===== src/rtl/oam_dma.sv =====
// OAM DMA initiator: copies LENGTH bytes from {src_hi,8'h00} to DST_BASE, one byte per clock.
// Optional start delay enabled by defining OAM_DMA_START_DELAY_EN.
module oam_dma #(
  parameter int unsigned LENGTH      = 160,
  parameter logic [15:0] DST_BASE    = 16'hFE00,
  parameter logic [15:0] REG_ADDR    = 16'hFF46,
  parameter int unsigned START_DELAY = 4
) (
  input  logic        i_clk,
  input  logic        i_rst,
  input  logic        i_reg_wr_en,
  input  logic [15:0] i_reg_addr,
  input  logic [7:0]  i_reg_wr_data,
  output logic [7:0]  o_reg_rd_data,
  output logic        o_busy,
  output logic [15:0] o_mem_rd_addr,
  input  logic [7:0]  i_mem_rd_data,
  output logic        o_mem_wr_en,
  output logic [15:0] o_mem_wr_addr,
  output logic [7:0]  o_mem_wr_data
);

  typedef enum logic [1:0] {
    ST_IDLE  = 2'd0,
    ST_DELAY = 2'd1,
    ST_XFER  = 2'd2
  } state_t;

  localparam logic [8:0] LAST_IDX = 9'(LENGTH - 1);

  state_t      state_q;
  logic [7:0]  reg_q;
  logic [7:0]  src_hi_q;
  logic [8:0]  rd_idx_q;
  logic        rd_valid_q;
  logic        busy_q;
  logic [15:0] rd_addr_q;
  logic        wr_en_q;
  logic [15:0] wr_addr_q;
`ifdef OAM_DMA_START_DELAY_EN
  localparam logic [15:0] DLY_LAST = 16'(START_DELAY - 1);
  logic [15:0] dly_cnt_q;
`endif

  logic       trigger_s;
  logic [7:0] src_hi_d;

  assign trigger_s = i_reg_wr_en && (i_reg_addr == REG_ADDR);

  // Echo RAM (E000-FDFF) mirrors C000-DDFF, so high source pages fold down by 0x20.
  always_comb begin
    src_hi_d = i_reg_wr_data;
    if (i_reg_wr_data >= 8'hE0) begin
      src_hi_d = i_reg_wr_data - 8'h20;
    end else begin
      src_hi_d = i_reg_wr_data;
    end
  end

  // Transfer FSM; rd_valid_q marks a read issued this cycle whose write lands next cycle.
  always_ff @(posedge i_clk) begin
    if (i_rst) begin
      state_q    <= ST_IDLE;
      reg_q      <= 8'h00;
      src_hi_q   <= 8'h00;
      rd_idx_q   <= 9'd0;
      rd_valid_q <= 1'b0;
      busy_q     <= 1'b0;
      rd_addr_q  <= 16'h0000;
      wr_en_q    <= 1'b0;
      wr_addr_q  <= 16'h0000;
`ifdef OAM_DMA_START_DELAY_EN
      dly_cnt_q  <= 16'd0;
`endif
    end else if (trigger_s) begin
      // A retrigger drops the in-flight read; the write already on the bus this cycle completes.
      reg_q    <= i_reg_wr_data;
      src_hi_q <= src_hi_d;
      busy_q   <= 1'b1;
      wr_en_q  <= 1'b0;
      rd_idx_q <= 9'd0;
`ifdef OAM_DMA_START_DELAY_EN
      dly_cnt_q <= 16'd0;
      if (START_DELAY == 0) begin
        state_q    <= ST_XFER;
        rd_valid_q <= 1'b1;
        rd_addr_q  <= {src_hi_d, 8'h00};
      end else begin
        state_q    <= ST_DELAY;
        rd_valid_q <= 1'b0;
      end
`else
      state_q    <= ST_XFER;
      rd_valid_q <= 1'b1;
      rd_addr_q  <= {src_hi_d, 8'h00};
`endif
    end else begin
      case (state_q)
        ST_IDLE: begin
          busy_q     <= 1'b0;
          wr_en_q    <= 1'b0;
          rd_valid_q <= 1'b0;
        end
        ST_DELAY: begin
`ifdef OAM_DMA_START_DELAY_EN
          if (dly_cnt_q == DLY_LAST) begin
            state_q    <= ST_XFER;
            rd_valid_q <= 1'b1;
            rd_idx_q   <= 9'd0;
            rd_addr_q  <= {src_hi_q, 8'h00};
          end else begin
            dly_cnt_q <= dly_cnt_q + 16'd1;
          end
`else
          state_q <= ST_IDLE;
          busy_q  <= 1'b0;
          wr_en_q <= 1'b0;
`endif
        end
        ST_XFER: begin
          wr_en_q   <= rd_valid_q;
          wr_addr_q <= DST_BASE + {7'd0, rd_idx_q};
          if (rd_valid_q && (rd_idx_q < LAST_IDX)) begin
            rd_idx_q  <= rd_idx_q + 9'd1;
            // Low byte only: the source address never carries into the page byte.
            rd_addr_q <= {src_hi_q, rd_idx_q[7:0] + 8'd1};
          end else if (rd_valid_q) begin
            rd_valid_q <= 1'b0;
          end else begin
            state_q <= ST_IDLE;
            busy_q  <= 1'b0;
          end
        end
        default: begin
          state_q    <= ST_IDLE;
          busy_q     <= 1'b0;
          wr_en_q    <= 1'b0;
          rd_valid_q <= 1'b0;
        end
      endcase
    end
  end

  assign o_reg_rd_data = reg_q;
  assign o_busy        = busy_q;
  assign o_mem_rd_addr = rd_addr_q;
  assign o_mem_wr_en   = wr_en_q;
  assign o_mem_wr_addr = wr_addr_q;
  assign o_mem_wr_data = i_mem_rd_data;

endmodule


===== config.mk =====
export PLATFORM = sky130hd
export DESIGN_NAME = oam_dma
export DESIGN_NICKNAME = d
export VERILOG_FILES = /design/src/rtl/oam_dma.sv
export SDC_FILE = /design/constraint.sdc
export NUM_CORES = 1
export LEC_CHECK = 0
export CORE_UTILIZATION = 45
export CTS_CLUSTER_DIAMETER = 60
export DETAILED_ROUTE_END_ITERATION = 8
export PLACE_DENSITY = 0.9
export SYNTH_ARGS = -nofsm -noshare
export SYNTH_HDL_FRONTEND = slang
export SYNTH_SLANG_ARGS = --single-unit

===== constraint.sdc =====
create_clock -name i_clk -period 4.4 [get_ports i_clk]
set_clock_uncertainty 0.1 [all_clocks]
set_input_delay 0.44 -clock i_clk [delete_from_list [all_inputs] [get_ports i_clk]]
set_output_delay 0.44 -clock i_clk [all_outputs]
set_load 0.01 [all_outputs]

==> reports/results.md, run 1 <==
• status: finished, final reports clean
• count of cells resized by post-cts repair: 0
• Final nets: 301
• worst slew pin tran: 1200 ps
• Fillers: 373
• final setup slack of the worst path: 1820 ps
• Post-Syn Area: 2000 um2
• number of pins exceeding their max-slew limit in the final report: 0
• class of the most critical hold timing path: flop to flop
• CTS sink count: 42
• antenna violations before repair: 0
• hold violation total from the final report: 0
• fmax: 388 MHz
• cell at the root of the clock tree: sky130_fd_sc_hd__clkbuf_8
• Seq cells post-synth: 42
• share of total power in combinational logic: 0.062
• critical-path maximum fanout: 27
• number of buffers inserted by post-CTS setup repair: 0
• fraction of power consumed by the clock network: 0.383
• layout overhead on the synthesized area: 29.0%
• post-route minimum period: 2580 ps
• half-perimeter wire length after placement: 3.10 mm
• Power Internal: 530 uW
• ANT cells: 0
• Remaining DRCs: 0
• setup total negative slack: 0 ps
• final cell count without fillers: 315
• portion of total power attributed to sequential cells: 0.555
• # hold bufs at CTS: 0
• Final setup viols: 0
• number of rows created at floorplan: 23
• number of unique standard cell types used by synthesis: 32
• number of detailed-route iterations in the first pass: 4
• via count of the first global-routing pass: 1545
• total wire length after detailed routing: 4.35 mm
• CTS Buffer Depth: 2
• switching share of total power: 0.226
• starting utilization of the core area: 0.482
• Slew HR: 0.195
• total of buffers placed on input and output ports: 68
• clock tree from TritonCTS: yes
• Worst R2R Setup Slack: 2440 ps
• power density of the placed cells: 265 nW/um2
• I/O pin cnt: 85
• RSZ-0062 raised after global routing: false
• CP required: 4490 ps
• height of the die: 68.7 um
• # H-tree levels: 2
• net load switching power: 154 uW
• count of yosys warnings during synthesis: 0
• vias: 1748
• maximum number of pins on one net before global-route repair: 28
• static leakage power: 0.908 nW
• overall overflow remaining after global route: 0
• part of the Yosys area used for sequential elements: 0.421
• largest vdd supply drop: 0.000134 V
• antenna-violating nets left: 0
• Initial DRC Count: 120
• highest-count cells in the layout ignoring fill and taps: sky130_fd_sc_hd__clkdlybuf4s50_1, sky130_fd_sc_hd__dfxtp_1, sky130_fd_sc_hd__a21oi_1
• clock input transition at the sequential cells of the worst setup and hold paths: 80 ps
• placeable core area: 4140 um2
• number of max-capacitance violations reported: 0
• number of nets in the synthesized netlist: 265
• x dimension of the die: 68.7 um
• via count normalized by instance count: 5.55
• signal arrival time at the worst endpoint: 2670 ps
• wire per inst: 13.8 um
• per-instance average area after synthesis: 8.77 um2
• gate count after technology mapping: 228
• Die Outline Area: 4710 um2
• async set or reset register ratio after synthesis: 0
• Global Route Usage Sum: 0.198
• Most used DFF post-synth: sky130_fd_sc_hd__dfxtp_1
• crit share post-route: 0.586
• insertion delay to the later sink of the worst-skew pair: 300 ps
• first-pass GRT wire length: 6.85 mm
• post-layout power: 684 uW
• worst hold slack: 366 ps
• worst setup slack after placement: 1520 ps
• cell total after placement: 307
• gpl congestion: 0.869
• EDFF count, synth: 0
• fraction of final layout cells with drive strength greater than 1: 0.0453
• critical path class: input port to flop
• kind of end point of the critical path: flop
• most common cell after layout, fill and taps aside: sky130_fd_sc_hd__clkdlybuf4s50_1
• CP Launch Type: input port
• clock buffer count from CTS: 5
sequential cells by signal (all words and copies together), names as in the netlist:
signal	count
state_q	1
o_mem_wr_en	1
o_mem_rd_addr	8
o_reg_rd_data	8
rd_idx_q	9
src_hi_q	3
rd_valid_q	1
o_mem_wr_addr	10
o_busy	1
power by group through the flow:
stage | Sequential [mW] | Combinational [mW] | Clock, mW
2_1_floorplan | 0.389 | 0.0219 | 0
6_report | 0.380 | 0.0427 | 0.262
4_1_cts | 0.380 | 0.0427 | 0.266
5_1_grt | 0.380 | 0.0465 | 0.285
3_5_place_dp | 0.389 | 0.0426 | 0
3_3_place_gp | 0.389 | 0.0418 | 0
worst paths after layout:
path / from / to / depth (start not counted)
worst max-delay path: i_rst / rd_idx_q[7] / 4
worst min-delay path: o_mem_wr_addr[3] / o_mem_wr_addr[3] / 2
worst max register to register: rd_idx_q[2] / o_mem_rd_addr[14] / 4
worst min register to register: o_mem_wr_addr[3] / o_mem_wr_addr[3] / 2
synthesized netlist by cell type, types with 2 or more instances:
cell | number | area share
sky130_fd_sc_hd__mux2i_1 | 18 | 0.090
sky130_fd_sc_hd__clkbuf_1 | 9 | 0.017
sky130_fd_sc_hd__dfxtp_1 | 42 | 0.42
sky130_fd_sc_hd__a211oi_1 | 4 | 0.015
sky130_fd_sc_hd__or3_1 | 5 | 0.016
sky130_fd_sc_hd__a21oi_1 | 26 | 0.065
sky130_fd_sc_hd__o21a_1 | 2 | 0.0075
sky130_fd_sc_hd__ha_1 | 2 | 0.013
sky130_fd_sc_hd__buf_2 | 2 | 0.0050
sky130_fd_sc_hd__and4_1 | 3 | 0.013
sky130_fd_sc_hd__nand3_1 | 16 | 0.040
sky130_fd_sc_hd__inv_1 | 3 | 0.0056
sky130_fd_sc_hd__nand2_1 | 22 | 0.041
sky130_fd_sc_hd__nand3b_1 | 2 | 0.0075
sky130_fd_sc_hd__nand4_1 | 3 | 0.0094
sky130_fd_sc_hd__o31ai_1 | 6 | 0.023
sky130_fd_sc_hd__and3_1 | 3 | 0.0094
sky130_fd_sc_hd__buf_4 | 28 | 0.11
sky130_fd_sc_hd__o21ai_0 | 16 | 0.040
sky130_fd_sc_hd__nor2_1 | 4 | 0.0075
metal layers:
metal | part of all wire | global-route usage | up-vias
met5 | 0 | 0 | -
met4 | 0.013 | 0.0833 | 0
met3 | 0.063 | 0.0559 | 5
met2 | 0.50 | 0.335 | 71
met1 | 0.42 | 0.233 | 821
li1 | - | - | 851
logic make-up (layout without fill, tap and decap cells):
group / after synthesis / after routing / synth area share
simple gates: 63 / 63 / 0.165
fa+ha+maj: 2 / 2 / 0.0125
mux: 18 / 18 / 0.0901
buf+inv: 44 / 81 / 0.140
xor+xnor: 1 / 1 / 0.00438
flops: 42 / 42 / 0.421
compound gates: 58 / 58 / 0.168
cell type report:
cell class / count / area [um2] / area share
Inverter: 4 / 15.0 / 0.00582
Clock inverter: 2 / 12.5 / 0.00485
Multi-Input combinational cell: 142 / 878 / 0.340
Sequential cell: 42 / 841 / 0.326
Timing Repair Buffer: 69 / 688 / 0.267
Tap cell: 50 / 62.6 / 0.0242
Clock buffer: 6 / 82.6 / 0.0320
per-stage QoR:
stage          area [um2]   util
6_report             2580  0.623
5_1_grt              2580  0.623
4_1_cts              2580  0.623
3_5_place_dp         2480  0.600
3_3_place_gp         2480  0.600
2_1_floorplan        2000      -
critical path, stage by stage:
cell,delay [ps]
sky130_fd_sc_hd__clkdlybuf4s50_1,860
sky130_fd_sc_hd__clkinv_1,750
sky130_fd_sc_hd__o21ai_2,410
sky130_fd_sc_hd__o21ba_2,210
(Power assumes the default switching activity.)
==> run 2: changes to the inputs <==
--- a/config.mk
+++ b/config.mk
@@ -5,10 +5,10 @@
 export SDC_FILE = /design/constraint.sdc
 export NUM_CORES = 1
 export LEC_CHECK = 0
-export CORE_UTILIZATION = 45
+export CORE_UTILIZATION = 38
 export CTS_CLUSTER_DIAMETER = 60
 export DETAILED_ROUTE_END_ITERATION = 8
-export PLACE_DENSITY = 0.9
+export PLACE_DENSITY = 0.82
 export SYNTH_ARGS = -nofsm -noshare
 export SYNTH_HDL_FRONTEND = slang
 export SYNTH_SLANG_ARGS = --single-unit
==> constraint.sdc (replaced) <==
create_clock -name i_clk -period 2.3 [get_ports i_clk]
set_clock_uncertainty 0.1 [all_clocks]
set_input_delay 0.23 -clock i_clk [delete_from_list [all_inputs] [get_ports i_clk]]
set_output_delay 0.23 -clock i_clk [all_outputs]
set_load 0.01 [all_outputs]
==> run 2 against run 1 <==
Compared with the run above:
- critical endpoint is now o_mem_wr_addr[0]
- final area up 4.6%
- setup slack worse by 1700 ps
- core utilization down 9.1 points
- sequential power up 91%
- largest power group unchanged
==> reports/results.md, run 2 (same netlist as run 1, synthesis figures left out) <==
• status: finished, final reports clean
• met2 Track Usage GR: 0.305, -0.0293
• I/O pin cnt: 85, unchanged
• ANT cells: 0, unchanged
• clock buffer count from CTS: 5, unchanged
• layout overhead on the synthesized area: 34.9%
• antenna violations before repair: 0, unchanged
• placeable core area: 5070 um2, +22%
• CP required: 2430 ps, -2060 ps
• fraction of power consumed by the clock network: 0.422, +0.039
• half-perimeter wire length after placement: 3.26 mm, +5.0%
• GRT Max-Usage Layer: met2
• setup total negative slack: 0 ps, unchanged
• signal arrival time at the worst endpoint: 2260 ps, -410 ps
• highest-count cells in the layout ignoring fill and taps: sky130_fd_sc_hd__clkdlybuf4s50_1, sky130_fd_sc_hd__dfxtp_1, sky130_fd_sc_hd__a21oi_1
• critical path class: input port to flop
• first-pass GRT wire length: 7.12 mm, +3.9%
• number of rows created at floorplan: 26, +13%
• power density of the placed cells: 523 nW/um2, +97%
• CP max stage delay: 950 ps, +90 ps
• worst slew pin tran: 1210 ps, +8.08 ps
• via count of the first global-routing pass: 1666, +7.8%
• Initial DRC Count: 93, -23%
• total of buffers placed on input and output ports: 68, unchanged
• cell total after placement: 337, +9.8%
• CTS sink count: 42, unchanged
• cell at the root of the clock tree: sky130_fd_sc_hd__clkbuf_8
• wire per inst: 13.1 um, -4.7%
• starting utilization of the core area: 0.394, -0.0885
• via count normalized by instance count: 5.17, -6.8%
• # hold bufs at CTS: 0, unchanged
• critical-path maximum fanout: 10, -63%
• Slew HR: 0.190, -0.00540
• crit share post-route: 0.928
• post-route minimum period: 2140 ps
• met1 global-route usage: 0.188, -0.0452
• clock tree from TritonCTS: yes
• length in cells of the worst reg-to-reg path: 4, unchanged
• Worst Path Buf+Inv: 1, -1
• switching share of total power: 0.202, -0.0240
• RSZ-0062 raised after global routing: false
• static leakage power: 0.969 nW, +6.7%
• Cells on Worst Hold Path: 2, unchanged
• count of cells resized by post-cts repair: 0, unchanged
• class of the most critical hold timing path: flop to flop
• CP Cell Sequence: clkdlybuf4s50_1 -> and4_1 -> and4_1 -> a21boi_1 -> mux2i_1
• largest vdd supply drop: 0.000262 V, +96%
• net load switching power: 284 uW, +84%
• vias: 1779, +1.8%
• number of pins exceeding their max-slew limit in the final report: 0, unchanged
• insertion delay to the later sink of the worst-skew pair: 300 ps, about the same
• most common cell after layout, fill and taps aside: sky130_fd_sc_hd__clkdlybuf4s50_1
• fraction of final layout cells with drive strength greater than 1: 0.0766, +0.0314
• number of buffers inserted by post-CTS setup repair: 0, unchanged
• kind of end point of the critical path: flop
• height of the die: 74.5 um, +8.6%
• fmax: 468 MHz
• Stages on worst setup path: 5, +1
• cell area after layout: 2700 um2, +4.6%
• share of total power in combinational logic: 0.063, about the same
• total wire length after detailed routing: 4.52 mm, +4.0%
• overall overflow remaining after global route: 0, unchanged
• dominant delay contributor by cell family on the critical path: compound AO/OA/AOI/OAI gates
• Fillers: 501, +34%
• cell with the most instances on the worst path: sky130_fd_sc_hd__and4_1
• Power Internal: 1.13 mW, +110%
• maximum number of pins on one net before global-route repair: 27, -3.6%
• Critical Path Slowest Stage Cell: sky130_fd_sc_hd__a21boi_1
• antenna-violating nets left: 0, unchanged
• gpl congestion: 0.888, +2.2%
• Final nets: 311, +3.3%
• # H-tree levels: 2, unchanged
• grt met3 use: 0.0434, -0.0126
• number of max-capacitance violations reported: 0, unchanged
• CP Launch Type: input port
• clock input transition at the sequential cells of the worst setup and hold paths: 80 ps, about the same
• Die Outline Area: 5560 um2, +18%
• Post-Place Cell Area: 2580 um2, +4.0%
• portion of total power attributed to sequential cells: 0.515, -0.040
• CTS Buffer Depth: 2, unchanged
• Global Route Usage Sum: 0.169, -0.0287
• x dimension of the die: 74.5 um, +8.6%
• max FFs per register: 10, unchanged
• final cell count without fillers: 344, +9.2%
• number of detailed-route iterations in the first pass: 4, unchanged
• Final setup viols: 0, unchanged
• Remaining DRCs: 0, unchanged
• hold violation total from the final report: 0, unchanged
==> run 2: tightest hold or removal path, cell delays in order, from the launching register on <==
cell and delay, ps:
sky130_fd_sc_hd__dfxtp_1 310, sky130_fd_sc_hd__nand2_1 50, sky130_fd_sc_hd__mux2i_1 50
==> run 2: final cells by class <==
type,instances,area [um2],share of cell area
repair buffers,79,763,0.283
well taps,70,87.6,0.0325
clock inverters,1,30.0,0.0111
inverters,4,15.0,0.00557
flip-flops and latches,42,841,0.312
clock buffers,6,82.6,0.0306
multi-input cells,142,878,0.326
==> run 2: per-stage QoR <==
stage | setup slack, ps | utilization | power, mW | hold WS (ps)
floorplan | 721 | - | 0.785 | 278
global placement | -84.5 | 0.509 | 0.832 | 343
detailed placement | -178 | 0.509 | 0.833 | 349
CTS | 125 | 0.532 | 1.42 | 359
global route | 22.6 | 0.532 | 1.45 | 360
finish | 165 | 0.532 | 1.41 | 355
==> run 2: path summary, 6_finish.rpt <==
kind / startpoint / endpoint / slack [ps]
min reg2reg: o_mem_wr_addr[8] / o_mem_wr_addr[8] / 350
min: o_mem_wr_addr[8] / o_mem_wr_addr[8] / 350
max reg2reg: rd_idx_q[2] / o_mem_rd_addr[11] / 370
max: i_reg_addr[15] / o_mem_wr_addr[0] / 160
==> run 2: power groups by stage <==
| stage | Combinational [mW] | Clock, mW | Sequential (mW) |
|---|---|---|---|
| after CTS | 0.0896 | 0.608 | 0.726 |
| after global placement | 0.0882 | 0 | 0.744 |
| after floorplan | 0.0419 | 0 | 0.744 |
| final | 0.0890 | 0.595 | 0.726 |
| after global routing | 0.0972 | 0.627 | 0.726 |
| after detailed placement | 0.0891 | 0 | 0.744 |
==> run 2: layer usage <==
layer,wire [um],part of all wire
met2,2250,0.50
met3,261,0.058
met4,63,0.014
met5,0,0
met1,1950,0.43
